<file path="config.mk">
export PLATFORM = sky130hd
export DESIGN_NAME = key_voice_select
export DESIGN_NICKNAME = d
export VERILOG_FILES = /design/src/rtl/key_voice_select.sv
export SDC_FILE = /design/constraint.sdc
export NUM_CORES = 1
export LEC_CHECK = 0
export ABC_AREA = 1
export CAP_MARGIN = 40
export CORE_ASPECT_RATIO = 1.2
export CORE_UTILIZATION = 40
export DETAILED_ROUTE_END_ITERATION = 7
export PLACE_DENSITY_LB_ADDON = 0.08
export SLEW_MARGIN = 20
export SYNTH_ARGS = -nofsm -noshare
export SYNTH_HDL_FRONTEND = slang
export SYNTH_SLANG_ARGS = --single-unit
</file>
<file path="constraint.sdc">
create_clock -name clk -period 19.5 [get_ports clk]
set_clock_uncertainty 0.15 [all_clocks]
set_input_delay 3.9 -clock clk [delete_from_list [all_inputs] [get_ports clk]]
set_output_delay 3.9 -clock clk [all_outputs]
set_load 0.01 [all_outputs]
</file>
<file path="src/rtl/key_voice_select.sv">
// key_voice_select: debounces eight piano push-buttons, picks one note with
// last-pressed-wins priority (falling back to the lowest still-held key when
// the playing key is released), and routes that note's tone square wave to a
// registered speaker pin.
module key_voice_select #(
  parameter int NUM_KEYS = 8,
  parameter int DEBOUNCE = 250000,
  parameter int CNT_W    = 18,
  parameter int IDX_W    = 3
) (
  input  logic                clk,
  input  logic                reset,
  input  logic [NUM_KEYS-1:0] keys,
  input  logic [NUM_KEYS-1:0] tones,
  output logic                speaker,
  output logic                active,
  output logic [IDX_W-1:0]    note_index
);

  typedef enum logic {IDLE, PLAYING} state_t;

  logic [NUM_KEYS-1:0] sync1;
  logic [NUM_KEYS-1:0] sync2;
  logic [NUM_KEYS-1:0] st;
  logic [NUM_KEYS-1:0] st_prev;
  logic [NUM_KEYS-1:0] press;
  logic [NUM_KEYS-1:0] rel;
  logic [CNT_W-1:0]    cnt [NUM_KEYS];

  state_t              state;
  state_t              state_nxt;
  logic [IDX_W-1:0]    idx_nxt;
  logic [IDX_W-1:0]    hi_press;
  logic [IDX_W-1:0]    lo_held;

  // Two-flop synchronizer bringing the raw buttons into the clk domain.
  always_ff @(posedge clk or posedge reset) begin
    if (reset) begin
      sync1 <= '0;
      sync2 <= '0;
    end else begin
      sync1 <= keys;
      sync2 <= sync1;
    end
  end

  // Per-key debounce: accept a change only after DEBOUNCE consecutive cycles.
  always_ff @(posedge clk or posedge reset) begin
    if (reset) begin
      st <= '0;
      for (int unsigned i = 0; i < NUM_KEYS; i++) cnt[i] <= '0;
    end else begin
      for (int unsigned i = 0; i < NUM_KEYS; i++) begin
        if (sync2[i] == st[i]) begin
          cnt[i] <= '0;
        end else if (cnt[i] == CNT_W'(DEBOUNCE - 1)) begin
          st[i]  <= sync2[i];
          cnt[i] <= '0;
        end else begin
          cnt[i] <= cnt[i] + 1'b1;
        end
      end
    end
  end

  // Previous debounced state for press/release edge detection.
  always_ff @(posedge clk or posedge reset) begin
    if (reset) st_prev <= '0;
    else       st_prev <= st;
  end

  // Press/release edges and the two priority encoders used for selection.
  always_comb begin
    press    = st & ~st_prev;
    rel      = ~st & st_prev;
    hi_press = '0;
    for (int unsigned i = 0; i < NUM_KEYS; i++)
      if (press[i]) hi_press = IDX_W'(i);
    lo_held = '0;
    for (int unsigned i = NUM_KEYS; i > 0; i--)
      if (st[i-1]) lo_held = IDX_W'(i - 1);
  end

  // Next selection: a new press beats everything, then release of the
  // playing key falls back to the lowest held key or goes idle.
  always_comb begin
    state_nxt = state;
    idx_nxt   = note_index;
    if (|press) begin
      state_nxt = PLAYING;
      idx_nxt   = hi_press;
    end else if (state == PLAYING && rel[note_index]) begin
      if (|st) idx_nxt   = lo_held;
      else     state_nxt = IDLE;
    end
  end

  // FSM and registered outputs; speaker uses the next selection so a
  // change of note takes effect in the same cycle as the index update.
  always_ff @(posedge clk or posedge reset) begin
    if (reset) begin
      state      <= IDLE;
      note_index <= '0;
      active     <= 1'b0;
      speaker    <= 1'b0;
    end else begin
      state      <= state_nxt;
      note_index <= idx_nxt;
      active     <= (state_nxt == PLAYING);
      speaker    <= (state_nxt == PLAYING) ? tones[idx_nxt] : 1'b0;
    end
  end

endmodule
</file>
==> results.ini, run 1 <==
[floorplanning]
row_count=59
core_area_um2=21900
die_area_um2=23000
die_h_um=166
die_x_um=139
pin_count=23
initial_core_util_pct=41.1

[clocking]
clockBufferDepth=2
cts_resized=0
cts.sinks=181
cts_tree=done
cts.root.buffer_cell=clkbuf_16
path_clk_slew_ns=0.07
clock_latency_ns=0.43
cts_setup_buffers=0
ctsHtreeMaxLevel=4
hold_buffers=0
cts_made_buffers=17

[route]
ant_nets=0
first_pass_iters=4
via_per_inst=4.93
first_iter_violations=382
via_count=6624
routed.top_layer=met4
dr_wl_met2_mm=8.05
wl_per_cell_um=12.8
route.met3.wl_um=293
drc=0
met1Wirelength_mm=8.55
drt-total-wl_mm=17.1

[placement]
dp_hpwl_mm=12.2
portBuffers=22
gp_congestion=0.817

[synthesis]
synth_top_area_cell=dfrtp_1
synth_edf_count=0
synthTopCellsByArea=dfrtp_1, inv_1, nand2_1
synth_simple_gate_area_share_pct=29.6
synth-compound-area-share_pct=6.76
syn_nets=1037
ys_ff_latch=181
synth_ff_type=dfrtp_1
synth.distinct_cells=45
synthAdderAreaFrac_pct=1.12
synth.area.mux_share_pct=0.753
synth_most_common_cell=dfrtp_1
synth_top_family_by_area=simple AND/OR/NAND/NOR gates
syn_avg_cell_area_um2=8.88
yosysSeqAreaShare_pct=50.5
synthTopCellsByCount=dfrtp_1, inv_1, nand2_1
netlist.area_leader.share_pct=50.5
async_flop_share_pct=100
synth_xor_area_share_pct=4.59
synthCells=1011
synth.cell_area_um2=8970
yosys_warnings=0

[global_routing]
overflow=0
grt_pass1_vias=6551
antenna_found_initial=0
grt_pass1_wl_mm=30.4
grt_max_degree=110
grtUsageTotal_pct=16.1

[sta]
slew_violations=0
tightest_slew_ns=0.699
maxClockFrequency_ghz=0.179
slew_headroom_pct=53.0
grt_setup_unrepaired=false
finalHoldViolations=0
fin_crit_sh_pct=28.7
fin_setup_tns_ns=0
setup_viol=0
min_period_ns=5.60

[final_layout]
layout.nets=1082
area.growth.synth_to_final_pct=13.7
diodes=0
drive_gt1_share_pct=12.9

[worst_setup_path]
path_max_fanout=7
crit_family=buffers and inverters
crit_arrival_ns=1.55
critPathSlowestCell=clkdlybuf4s50_1
start_kind=flop
worst_setup_path_end_kind=output pin
crit_required_ns=15.45
criticalPathCategory=reg -> out
crit_chain=clkdlybuf4s50_1
max_stage_delay_ns=0.64
cp_num_buf_inv=1

[power]
irDropWorstVdd_v=0.0000649
p_per_area_nw_per_um2=73.8
power_w=0.000753
p_leak_nw=4.39

[outcome]
outcome=finished, final reports clean

[hold_path]
hold_class=reg -> reg

[job]
cap_viol_max_count=0

-- final timing paths --
kind                                  to  cells after the start  slack [ns]          start
min reg2reg                     sync2[6]                      0        0.20       sync1[6]
min                             sync2[6]                      0        0.20       sync1[6]
max reg2reg                      cnt[16]                     12       17.28         cnt[0]
max in group asynchronous        cnt[63]                      5       14.27          reset
min in group asynchronous        cnt[30]                      2        3.62          reset
max                        note_index[0]                      1       13.90  note_index[0]
-- flip-flops by register name, indices dropped and copies added (netlist names) --
register	count
cnt	144
note_index	3
speaker	1
st	8
st_prev	8
state	1
sync1	8
sync2	8
-- metrics by stage --
| stage | setup slack [ns] | instance area [µm²] | hold slack [ns] | instances | util (%) |
|---|---|---|---|---|---|
| after CTS | 13.87 | 10200 | 0.203 | 1342 | 46.6 |
| after global placement | 13.33 | 9560 | 0.185 | 1307 | 43.7 |
| after global routing | 13.86 | 10200 | 0.204 | 1343 | 46.7 |
| after floorplan | 10.53 | 8970 | 0.181 | 1011 | - |
| final | 13.90 | 10200 | 0.200 | 1343 | 46.7 |
| after detailed placement | 13.62 | 9600 | 0.186 | 1310 | 43.9 |
-- worst reg2reg max path, stage by stage, from the launching register on --
cell	delay, ns
dfrtp_1	0.39
ha_1	0.22
nand3_2	0.12
nor2_2	0.17
nand2_2	0.10
nor4_4	0.22
nand3_2	0.15
nor3_2	0.17
nand2_1	0.12
nor2_1	0.13
a21oi_1	0.07
o21ai_0	0.08
inv_1	0.05
-- placed cells by master, fill, tap and decap left out, types with 3 or more instances in the layout --
master / count
inv_1: 145
inv_8: 3
nand2_2: 5
dfrtp_1: 181
inv_6: 5
o21ai_0: 30
nor3b_1: 17
nor3_1: 52
nand3_1: 72
nand3b_1: 4
clkdlybuf4s50_1: 22
nor2_2: 17
clkinv_1: 5
a21oi_1: 59
nand4_1: 18
ha_1: 8
o21a_1: 5
nor3_4: 4
xor2_1: 34
mux2_2: 6
nor3_2: 23
nor2_1: 108
nand2_1: 127
clkinvlp_4: 4
o21ai_1: 4
nand3_2: 17
xnor2_1: 13
nor4_1: 17
nor4_2: 3
clkbuf_16: 17
inv_2: 9
or2_2: 5
-- kinds of logic after synthesis --
logic type / Yosys count
DFF: 181
xor gates and xnor gates: 47
muxes: 6
adders and majority gates: 8
and+or+nand+nor: 498
buffers and inverters: 161
AOI/OAI and AO/OA: 110
-- final cells by class --
class,count,area [µm²]
well taps,274,343
clock inverters,14,140
flip-flops and latches,181,4530
multi-input cells,669,3850
repair buffers,27,295
clock buffers,18,439
inverters,160,608
fillers,2142,11600
-- routing by layer --
metal  up-vias  GRT usage, %
met5         -             0
met4         0          5.65
met3        18          2.57
met2        48          26.5
met1      3133          21.5
li1       3425             -
-- where the power goes --
part / internal [W] / switching (W)
logic: 0.0000102 / 0.0000180
clock network: 0.000183 / 0.000157
registers: 0.000381 / 0.00000417
total: 0.000574 / 0.000179
Note: power is estimated with default switching activity, not from simulation.
==> inputs of run 2 (changes only) <==
==> constraint.sdc (replaced) <==
create_clock -name clk -period 5.63 [get_ports clk]
set_clock_uncertainty 0.15 [all_clocks]
set_input_delay 1.126 -clock clk [delete_from_list [all_inputs] [get_ports clk]]
set_output_delay 1.126 -clock clk [all_outputs]
set_load 0.01 [all_outputs]
==> run 2 against run 1 <==
Against the previous run:
- flip-flop and latch count did not move
- cell area rose by 0.17%
- core utilization rose by 0.080 points
- largest power group unchanged
- largest cell class unchanged
- via count fell by 0.51%
- critical path type unchanged
==> results.ini, run 2 (synthesis results as in run 1) <==
[route]
via_count=6590  ; -0.51%
drc=0  ; unchanged
wl_per_cell_um=12.5  ; -2.1%
first_iter_violations=326  ; -15%
first_pass_iters=4  ; unchanged
drt-total-wl_mm=16.7  ; -2.4%
via_per_inst=4.92  ; -0.29%
ant_nets=0  ; unchanged

[power]
p_comb_share_pct=3.4  ; -0.3 points
p_int_w=0.00215  ; +270%
p_sw_w=0.000573  ; +220%
p_seq_share_pct=49.1  ; -2.0 points
p_per_area_nw_per_um2=266  ; +260%
irDropWorstVdd_v=0.000216  ; +230%
clock_power_share_pct=47.5  ; +2.4 points
p_leak_nw=4.41  ; +0.30%
netSwitchingFraction_pct=21.1  ; -2.7 points

[clocking]
cts_resized=0  ; unchanged
cts.root.buffer_cell=clkbuf_16
cts_made_buffers=17  ; unchanged
ctsHtreeMaxLevel=4  ; unchanged
clockBufferDepth=2  ; unchanged
path_clk_slew_ns=0.06  ; about the same
clock_latency_ns=0.42  ; about the same
cts_setup_buffers=0  ; unchanged
cts_tree=done
hold_buffers=0  ; unchanged
cts.sinks=181  ; unchanged

[sta]
slew_headroom_pct=37.0  ; -16 points
tightest_slew_ns=0.945  ; +0.246 ns
worst_slack_ns=2.81  ; -11.09 ns
finalHoldViolations=0  ; unchanged
slew_violations=0  ; unchanged
setup_viol=0  ; unchanged
fin_setup_tns_ns=0  ; unchanged
maxClockFrequency_ghz=0.355
fin_crit_sh_pct=50.1
grt_setup_unrepaired=false
min_period_ns=2.82

[final_layout]
layout_common_cells=dfrtp_1, inv_1, nand2_1
top_register=cnt
layout.nets=1080  ; -0.18%
drive_gt1_share_pct=12.6  ; -0.34 points
final_common_cell=dfrtp_1
area.growth.synth_to_final_pct=13.9
largest_register_ffs=144  ; unchanged
diodes=0  ; unchanged

[worst_setup_path]
path_max_fanout=7  ; unchanged
crit_chain=clkdlybuf4s50_1
crit_arrival_ns=1.54  ; about the same
worst_setup_path_end_kind=output pin
rr_worst_depth=8  ; -4
startpoint=note_index[0]
worstSetupEndpoint=note_index[0]
criticalPathCategory=reg -> out
crit_required_ns=4.35  ; -11.10 ns
critPathSlowestCell=clkdlybuf4s50_1
rrSetupSlack_ns=3.38  ; -13.90 ns
crit_family=buffers and inverters
r2r-start=cnt[72]
cp_num_buf_inv=1  ; unchanged
max_stage_delay_ns=0.64  ; about the same
start_kind=flop
crit_cells=1  ; unchanged
timing.rr.end=cnt[86]

[global_routing]
antenna_found_initial=0  ; unchanged
grt_pass1_wl_mm=30.4  ; -0.11%
overflow=0  ; unchanged
grtUsageTotal_pct=16.0  ; -0.066 points
grt_pass1_vias=6812  ; +4.0%
grt_max_degree=182  ; +65%

[floorplanning]
die_h_um=166  ; unchanged
initial_core_util_pct=41.1  ; unchanged
pin_count=23  ; unchanged
row_count=59  ; unchanged
die_area_um2=23000  ; unchanged
core_area_um2=21900  ; unchanged
die_x_um=139  ; unchanged

[job]
cap_viol_max_count=0  ; unchanged

[hold_path]
hold_class=reg -> reg
hold_depth=0  ; unchanged

[placement]
dpl_worst_slack_ns=2.94  ; -10.67 ns
dp_hpwl_mm=12.0  ; -1.9%
gp_congestion=0.770  ; -5.7%
portBuffers=22  ; unchanged

[outcome]
outcome=finished, final reports clean

==> run 2: metal layers <==
metal  wire length [µm]  vias up  GRT usage [%]
li1                   -     3418              -
met1               7990     3102           19.8
met2               8180       52           28.0
met3                320       18           2.88
met4                246        0           5.65
met5                  0        -              0
==> run 2: worst min path at each step <==
stage / startpoint / end / slack, ns
floorplan: sync1[0] / sync2[0] / 0.18
global placement: sync1[7] / sync2[7] / 0.18
detailed placement: sync1[6] / sync2[6] / 0.19
CTS: sync1[6] / sync2[6] / 0.20
global route: sync1[6] / sync2[6] / 0.21
finish: sync1[7] / sync2[7] / 0.20
==> run 2: power groups by stage <==
stage	logic [W]	clock network, W	registers, W
after detailed placement	0.0000971	0	0.00136
after global placement	0.0000972	0	0.00136
after global routing	0.000109	0.00139	0.00134
after CTS	0.0000975	0.00134	0.00133
final	0.0000926	0.00129	0.00133
after floorplan	0.0000627	0	0.00136
==> run 2: area by class of cell <==
type / instances / area [µm²]
timing repair buffer: 25 / 255
clock buffer: 21 / 480
tap: 274 / 343
clock inverter: 10 / 168
multi-input combinational: 669 / 3840
sequential: 181 / 4530
inverter: 160 / 604
fill: 2127 / 11600
==> run 2: metrics by stage <==
stage | hold slack (ns) | util, % | area, µm² | cells | total power, W
detailed placement | 0.188 | 43.8 | 9570 | 1309 | 0.00146
finish | 0.199 | 46.8 | 10200 | 1340 | 0.00272
global placement | 0.183 | 43.8 | 9570 | 1308 | 0.00146
CTS | 0.202 | 46.8 | 10200 | 1340 | 0.00277
global route | 0.208 | 46.8 | 10200 | 1340 | 0.00284
floorplan | 0.181 | - | 8980 | 1011 | 0.00142
